File: src/rtl/shift_sequencer.sv
// Iterative SLL/SRL/SRA unit: one bit of shift per clock over a working register,
// with a start/busy/done handshake matching the multdiv unit.
module shift_sequencer #(
    parameter int WIDTH   = 32,
    parameter int SHAMT_W = 5
) (
    input  logic               clock,
    input  logic               reset,
    input  logic               start,
    input  logic [1:0]         op,
    input  logic [WIDTH-1:0]   data_in,
    input  logic [SHAMT_W-1:0] shamt,
    output logic [WIDTH-1:0]   result,
    output logic               done,
    output logic               busy,
    output logic               err
);

    typedef enum logic [1:0] {
        IDLE  = 2'd0,
        SHIFT = 2'd1,
        DONE  = 2'd2
    } state_t;

    localparam logic [1:0] OP_SLL = 2'b00;
    localparam logic [1:0] OP_SRL = 2'b01;
    localparam logic [1:0] OP_SRA = 2'b10;
    localparam logic [1:0] OP_ILL = 2'b11;

    state_t             state;
    logic [WIDTH-1:0]   work;
    logic [SHAMT_W-1:0] cnt;
    logic [1:0]         op_r;

    // A request is accepted from IDLE or DONE, so back-to-back operations need no gap.
    // busy stays low for shamt==0: the single SHIFT cycle only moves work into result.
    always_ff @(posedge clock or posedge reset) begin
        if (reset) begin
            state  <= IDLE;
            work   <= '0;
            cnt    <= '0;
            op_r   <= OP_SLL;
            result <= '0;
            done   <= 1'b0;
            busy   <= 1'b0;
            err    <= 1'b0;
        end else begin
            case (state)
                IDLE, DONE: begin
                    done  <= 1'b0;
                    state <= IDLE;
                    if (start) begin
                        work <= data_in;
                        cnt  <= shamt;
                        op_r <= op;
                        err  <= 1'b0;
                        if (op == OP_ILL) begin
                            result <= data_in;
                            err    <= 1'b1;
                            done   <= 1'b1;
                            busy   <= 1'b0;
                            state  <= DONE;
                        end else begin
                            busy  <= (shamt != '0);
                            state <= SHIFT;
                        end
                    end
                end
                SHIFT: begin
                    if (cnt != '0) begin
                        cnt <= cnt - 1'b1;
                        case (op_r)
                            OP_SLL:  work <= {work[WIDTH-2:0], 1'b0};
                            OP_SRL:  work <= {1'b0, work[WIDTH-1:1]};
                            OP_SRA:  work <= {work[WIDTH-1], work[WIDTH-1:1]};
                            default: work <= work;
                        endcase
                    end else begin
                        result <= work;
                        done   <= 1'b1;
                        busy   <= 1'b0;
                        state  <= DONE;
                    end
                end
                default: begin
                    state <= IDLE;
                    done  <= 1'b0;
                    busy  <= 1'b0;
                end
            endcase
        end
    end

endmodule

File: config.mk
export PLATFORM = sky130hd
export DESIGN_NAME = shift_sequencer
export DESIGN_NICKNAME = d
export VERILOG_FILES = /design/src/rtl/shift_sequencer.sv
export SDC_FILE = /design/constraint.sdc
export NUM_CORES = 1
export LEC_CHECK = 0
export BUFFER_PORTS_ARGS = -buffer_cell sky130_fd_sc_hd__buf_2
export CAP_MARGIN = 25
export CORE_ASPECT_RATIO = 0.5
export CORE_UTILIZATION = 50
export DETAILED_ROUTE_END_ITERATION = 10
export PLACE_DENSITY_LB_ADDON = 0.08
export SETUP_SLACK_MARGIN = 0.1
export SLEW_MARGIN = 20
export SYNTH_ARGS = -nofsm -noshare
export SYNTH_HDL_FRONTEND = slang
export SYNTH_SLANG_ARGS = --single-unit
File: constraint.sdc
create_clock -name clock -period 2.3 [get_ports clock]
set_clock_uncertainty 0.05 [all_clocks]
set_input_delay 0.23 -clock clock [delete_from_list [all_inputs] [get_ports clock]]
set_output_delay 0.23 -clock clock [all_outputs]
set_load 0.03 [all_outputs]
Word level (Yosys, flattened, before mapping)
Index checks and enable logic that the tools add are counted.

operators by class
  add/subtract/negate cells = 1
  equality and inequality tests = 12
  mux-type cells = 23
  reductions and logical operators = 12

operators with widths
  operator               count
  $mux W32               5
  $pmux W32 S2           2
  $pmux W32 S3           1
  $mux W5                2
  $ne A2 B2 Y1 const B   5
  $pmux W5 S2            1
  $reduce_bool A5 Y1     2
  $reduce_and A4 Y1      2
  $eq A2 B2 Y1 const B   3
  $mux W1                6
  $mux W2                3
  $reduce_and A5 Y1      1
  $sub A5 B1 Y5 const B  1
  $eq A2 B1 Y1 const B   2
  $logic_not A2 Y1       2
  $ne A4 B4 Y1 const B   1
  $pmux W1 S2            2
  $pmux W2 S2            1
  $reduce_and A2 Y1      2
  $ne A3 B3 Y1 const B   1
  $reduce_and A3 Y1      1
  $reduce_bool A2 Y1     1
  $reduce_or A2 Y1       1

storage, ports and cells
  register bits after elaboration = 76
  word-level logic and storage cells = 57

Logic depth before layout (Yosys ltp)
  word-level depth = 4
  depth in mapped cells = 8
  mapped depth without buffers = 6

Least setup slack after synthesis
OpenSTA, ideal clock, no wires.

  path kind = register to register
  start point = register cnt[0]
  end point = register work[0]
  data arrival time = 1,452 ps
  required time = 2,123 ps
  slack = 670 ps
  stages on the path, launching flop included = 7
  cell sequence = dfrtp_1 > inv_1 > ha_1 > nor3b_2 > a22o_1 > buf_6 > mux2_1

on the way
  longest elaborated chain between the ends = 3

RTL lines
  what                         RTL line  text
  start, declared              32        logic [SHAMT_W-1:0] cnt;
  start signal, assigned       54        cnt <= shamt;
  start signal, assigned       71        cnt <= cnt - 1'b1;
  $reduce_bool A5 Y1           70        if (cnt != '0) begin
  $ne A2 B2 Y1 (no line)       --
  $reduce_and A4 Y1 (no line)  --
  end signal, assigned         73        OP_SLL: work <= {work[WIDTH-2:0], 1'b0};
  end signal, assigned         74        OP_SRL: work <= {1'b0, work[WIDTH-1:1]};
  end signal, assigned         75        OP_SRA: work <= {work[WIDTH-1], work[WIDTH-1:1]};
  end, declared                31        logic [WIDTH-1:0] work;

No other way between the ends.
A chain may end at the register's enable or synchronous reset.

Final worst setup path
  start point = register op_r[0]
  end point = register work[1]

on the way
  longest elaborated chain between the ends = 4

RTL lines
  what                                  RTL line  text
  start, declared                       33        logic [1:0] op_r;
  start signal, assigned                55        op_r <= op;
  $eq A2 B2 Y1 (tied with other cells)  72        case (op_r)
  $pmux W32 S3                          72
  $mux W32                              70
  $pmux W32 S2                          48        case (state)

Several ways; a longest one is shown, not always the timed one. The select of a mux whose other input is x is not followed.

==> results.json <==
{
  "end_kind": "flip-flop",
  "synthAdderAreaFrac_pct": 1.295,
  "synthMuxAreaShare_pct": 9.421,
  "vias_per_cell": 5.643,
  "worst_slew_margin_rel_pct": 50.30,
  "synth_top_cell_area_share_pct": 48.56,
  "yosysSeqAreaShare_pct": 48.56,
  "clkLatencyLatePin_ps": 340,
  "row_count": 22,
  "worst-r2r-cell-count": 7,
  "fmax_mhz": 498.1,
  "cts_root_buffer": "clkbuf_16",
  "syn_area_per_cell_um2": 10.04,
  "final-hold-violation-count": 0,
  "busiest_layer": "met2",
  "grt_pass1_vias": 2993,
  "dieHeight_um": 64.17,
  "ioPinCount": 77,
  "grt_pass1_wl_um": 14690,
  "utilization_pct": 61.42,
  "ys_seq_elements": 75,
  "r2r_end": "work[1]",
  "port_buffers": 76,
  "synth.top_cells.by_area": "dfrtp_1, mux2i_1, a222oi_1",
  "synth_xor_area_share_pct": 0.2266,
  "setup_viol": 0,
  "grtUsageMet2_pct": 37.78,
  "ant_nets": 0,
  "yosysMostFrequentCell": "dfrtp_1",
  "period_needed_ps": 2008,
  "final-max-slew-violation-count": 0,
  "yosysWarnings": 0,
  "holdPathEnd": "op_r[1]",
  "cts_tree": "yes",
  "wirelength_um": 8544,
  "synthTopCellsByCount": "dfrtp_1, inv_1, a21oi_1, nor2_1, nand2_1",
  "critical-path-slowest-cell": "ha_1",
  "leakage_uw": 0.002234,
  "synth_top_family_by_area": "compound AO/OA/AOI/OAI gates",
  "outcome": "complete, no violations",
  "maxCapViolations": 0,
  "synth_simple_gate_area_share_pct": 9.129,
  "start_util_pct": 52.20,
  "hp-start": "op[1]",
  "htree_levels": 3,
  "dieWidth_um": 126.3,
  "drtIter0Drc": 302,
  "fin_hold_ws_ps": 107.0,
  "wl_per_cell_um": 15.48,
  "synth_edf_count": 0,
  "grtUsageMet1_pct": 30.51,
  "cts_buffers": 9,
  "yosys.area.top_type": "dfrtp_1",
  "finalCritPeriodShare_pct": 87.29,
  "critPathMaxFanout": 17,
  "p_total_uw": 7601,
  "grt_start_max_net_pins": 92,
  "synthCells": 385,
  "fin_ws_ps": 292.4,
  "syn_area_um2": 3865,
  "hp-class": "in -> reg",
  "critPathArrivalTime_ps": 2210,
  "coreArea_um2": 7405,
  "area_growth_pct": 17.68,
  "ys.flop_type": "dfrtp_1",
  "globalRouteOverflowTotal": 0,
  "cellPowerDensity_nw_per_um2": 1671,
  "crit_chain": "inv_1, ha_1, o21ai_0, nor2_4, buf_6, a222oi_1, mux2i_1",
  "grt.met3_usage_pct": 8.543,
  "dr.pass1.iters": 6,
  "post-place-ws_ps": -9.456,
  "rsz0062_at_grt": "false",
  "critical_path_class": "reg -> reg",
  "path_clk_slew_ps": 60,
  "critPathRequiredTime_ps": 2500,
  "antenna_found_initial": 0,
  "grt.total_usage_pct": 23.60,
  "synthArstFlopShare_pct": 100.0,
  "synth-compound-area-share_pct": 22.27,
  "synth_cell_types": 35,
  "synth_nets": 431,
  "r2r_slack_ps": 290,
  "cts_num_sinks": 75,
  "worst_slew_pin_slew_ps": 743.7,
  "drive_gt1_share_pct": 28.07,
  "nets": 498,
  "die_area_um2": 8107,
  "cpPeakStageDelay_ps": 380,
  "gp_congestion": 0.8100,
  "layoutNonFillerInstCount": 552,
  "vias": 3115,
  "reg2reg_from": "op_r[0]",
  "min_path_cells": 2,
  "antennaDiodeCount": 0,
  "peakVddDrop_v": 0.001076,
  "place_inst": 536,
  "startpoint_type": "flip-flop",
  "dpl.hpwl_um": 5911,
  "drcViolationCount": 0,
  "clockBufferDepth": 2
}
==> layer usage <==
layer  share of wire [%]  vias to the layer above
li1                    -                     1519
met1                  46                     1495
met2                  47                       96
met3                 6.1                        5
met4                0.54                        0
met5                   0                        -
==> what timing repair did <==
item                                    CTS  global route
cloned                                    0             0
buffers inserted                          0             0
endpoints found under the hold margin    25             0
hold buffers                              1             0
resized for setup                         1             1
endpoints found under the setup margin   30            16
==> flip-flops by register name (all words and copies together), names as in the netlist <==
signal / count
busy: 1
cnt: 5
done: 1
err: 1
op_r: 2
result: 32
state: 1
work: 32
==> cells by family (layout without fill, tap and decap cells) <==
family | Yosys count | count (layout)
AND/OR/NAND/NOR | 81 | 81
multiplexers | 36 | 36
AO/OA/AOI/OAI | 120 | 120
buffers and inverters | 68 | 139
flip-flops | 75 | 75
adder cells (fa/ha/maj) | 4 | 4
XOR/XNOR | 1 | 1
==> per-stage QoR <==
stage	setup TNS, ps	area [um2]
detailed placement	-26.30	4267
finish	0	4548
CTS	0	4543
global route	0	4548
floorplan	0	3865
global placement	0	4255
==> critical path, delay by kind of cell (launching register included) <==
kind	cells	cell delay, ps
AO/OA/AOI/OAI	2	260
adder cells (fa/ha/maj)	1	380
buffers and inverters	2	310
flip-flops	1	370
multiplexers	1	200
AND/OR/NAND/NOR	1	360
==> layout by cell type (no fill, tap or decap), types with 2 or more instances in the layout <==
cell type and count:
mux2i_1 33, nor2_1 34, clkinv_2 3, a222oi_1 30
clkbuf_16 9, nand2_1 35, buf_4 6, inv_1 36
inv_2 2, dfrtp_1 75, buf_12 2, a21oi_1 36
clkbuf_1 2, o211ai_1 2, buf_2 76, mux2_2 2
nor2_4 2, nand2b_1 2, ha_1 4, o21ai_1 18
o21ai_2 18, o22ai_1 2, o21ai_0 6, nor3b_2 2
==> report_power, final <==
group          switching [uW]  internal, uW
Clock                     519           748
Combinational            2440          1540
Sequential                431          1920
Total                    3390          4210
==> area by class of cell <==
type / instances / area (um2)
Clock buffer: 12 / 246.5
Clock inverter: 3 / 15.01
Fill cell: 658 / 2856
Inverter: 38 / 142.6
Multi-Input combinational cell: 242 / 1660
Sequential cell: 75 / 1877
Tap cell: 96 / 120.1
Timing Repair Buffer: 86 / 486.7
==> worst max-delay path by stage <==
| stage | start | end | slack, ps | cells past startpoint |
|---|---|---|---|---|
| finish | op_r[0] | work[1] | 290 | 7 |
| global route | op_r[0] | work[10] | 150 | 7 |
| CTS | op_r[0] | work[14] | 110 | 7 |
| detailed placement | op_r[0] | work[10] | -9 | 5 |
| global placement | op_r[0] | work[30] | 90 | 6 |
| floorplan | reset | busy | 110 | 1 |
Power figures use the tool's default switching activity.
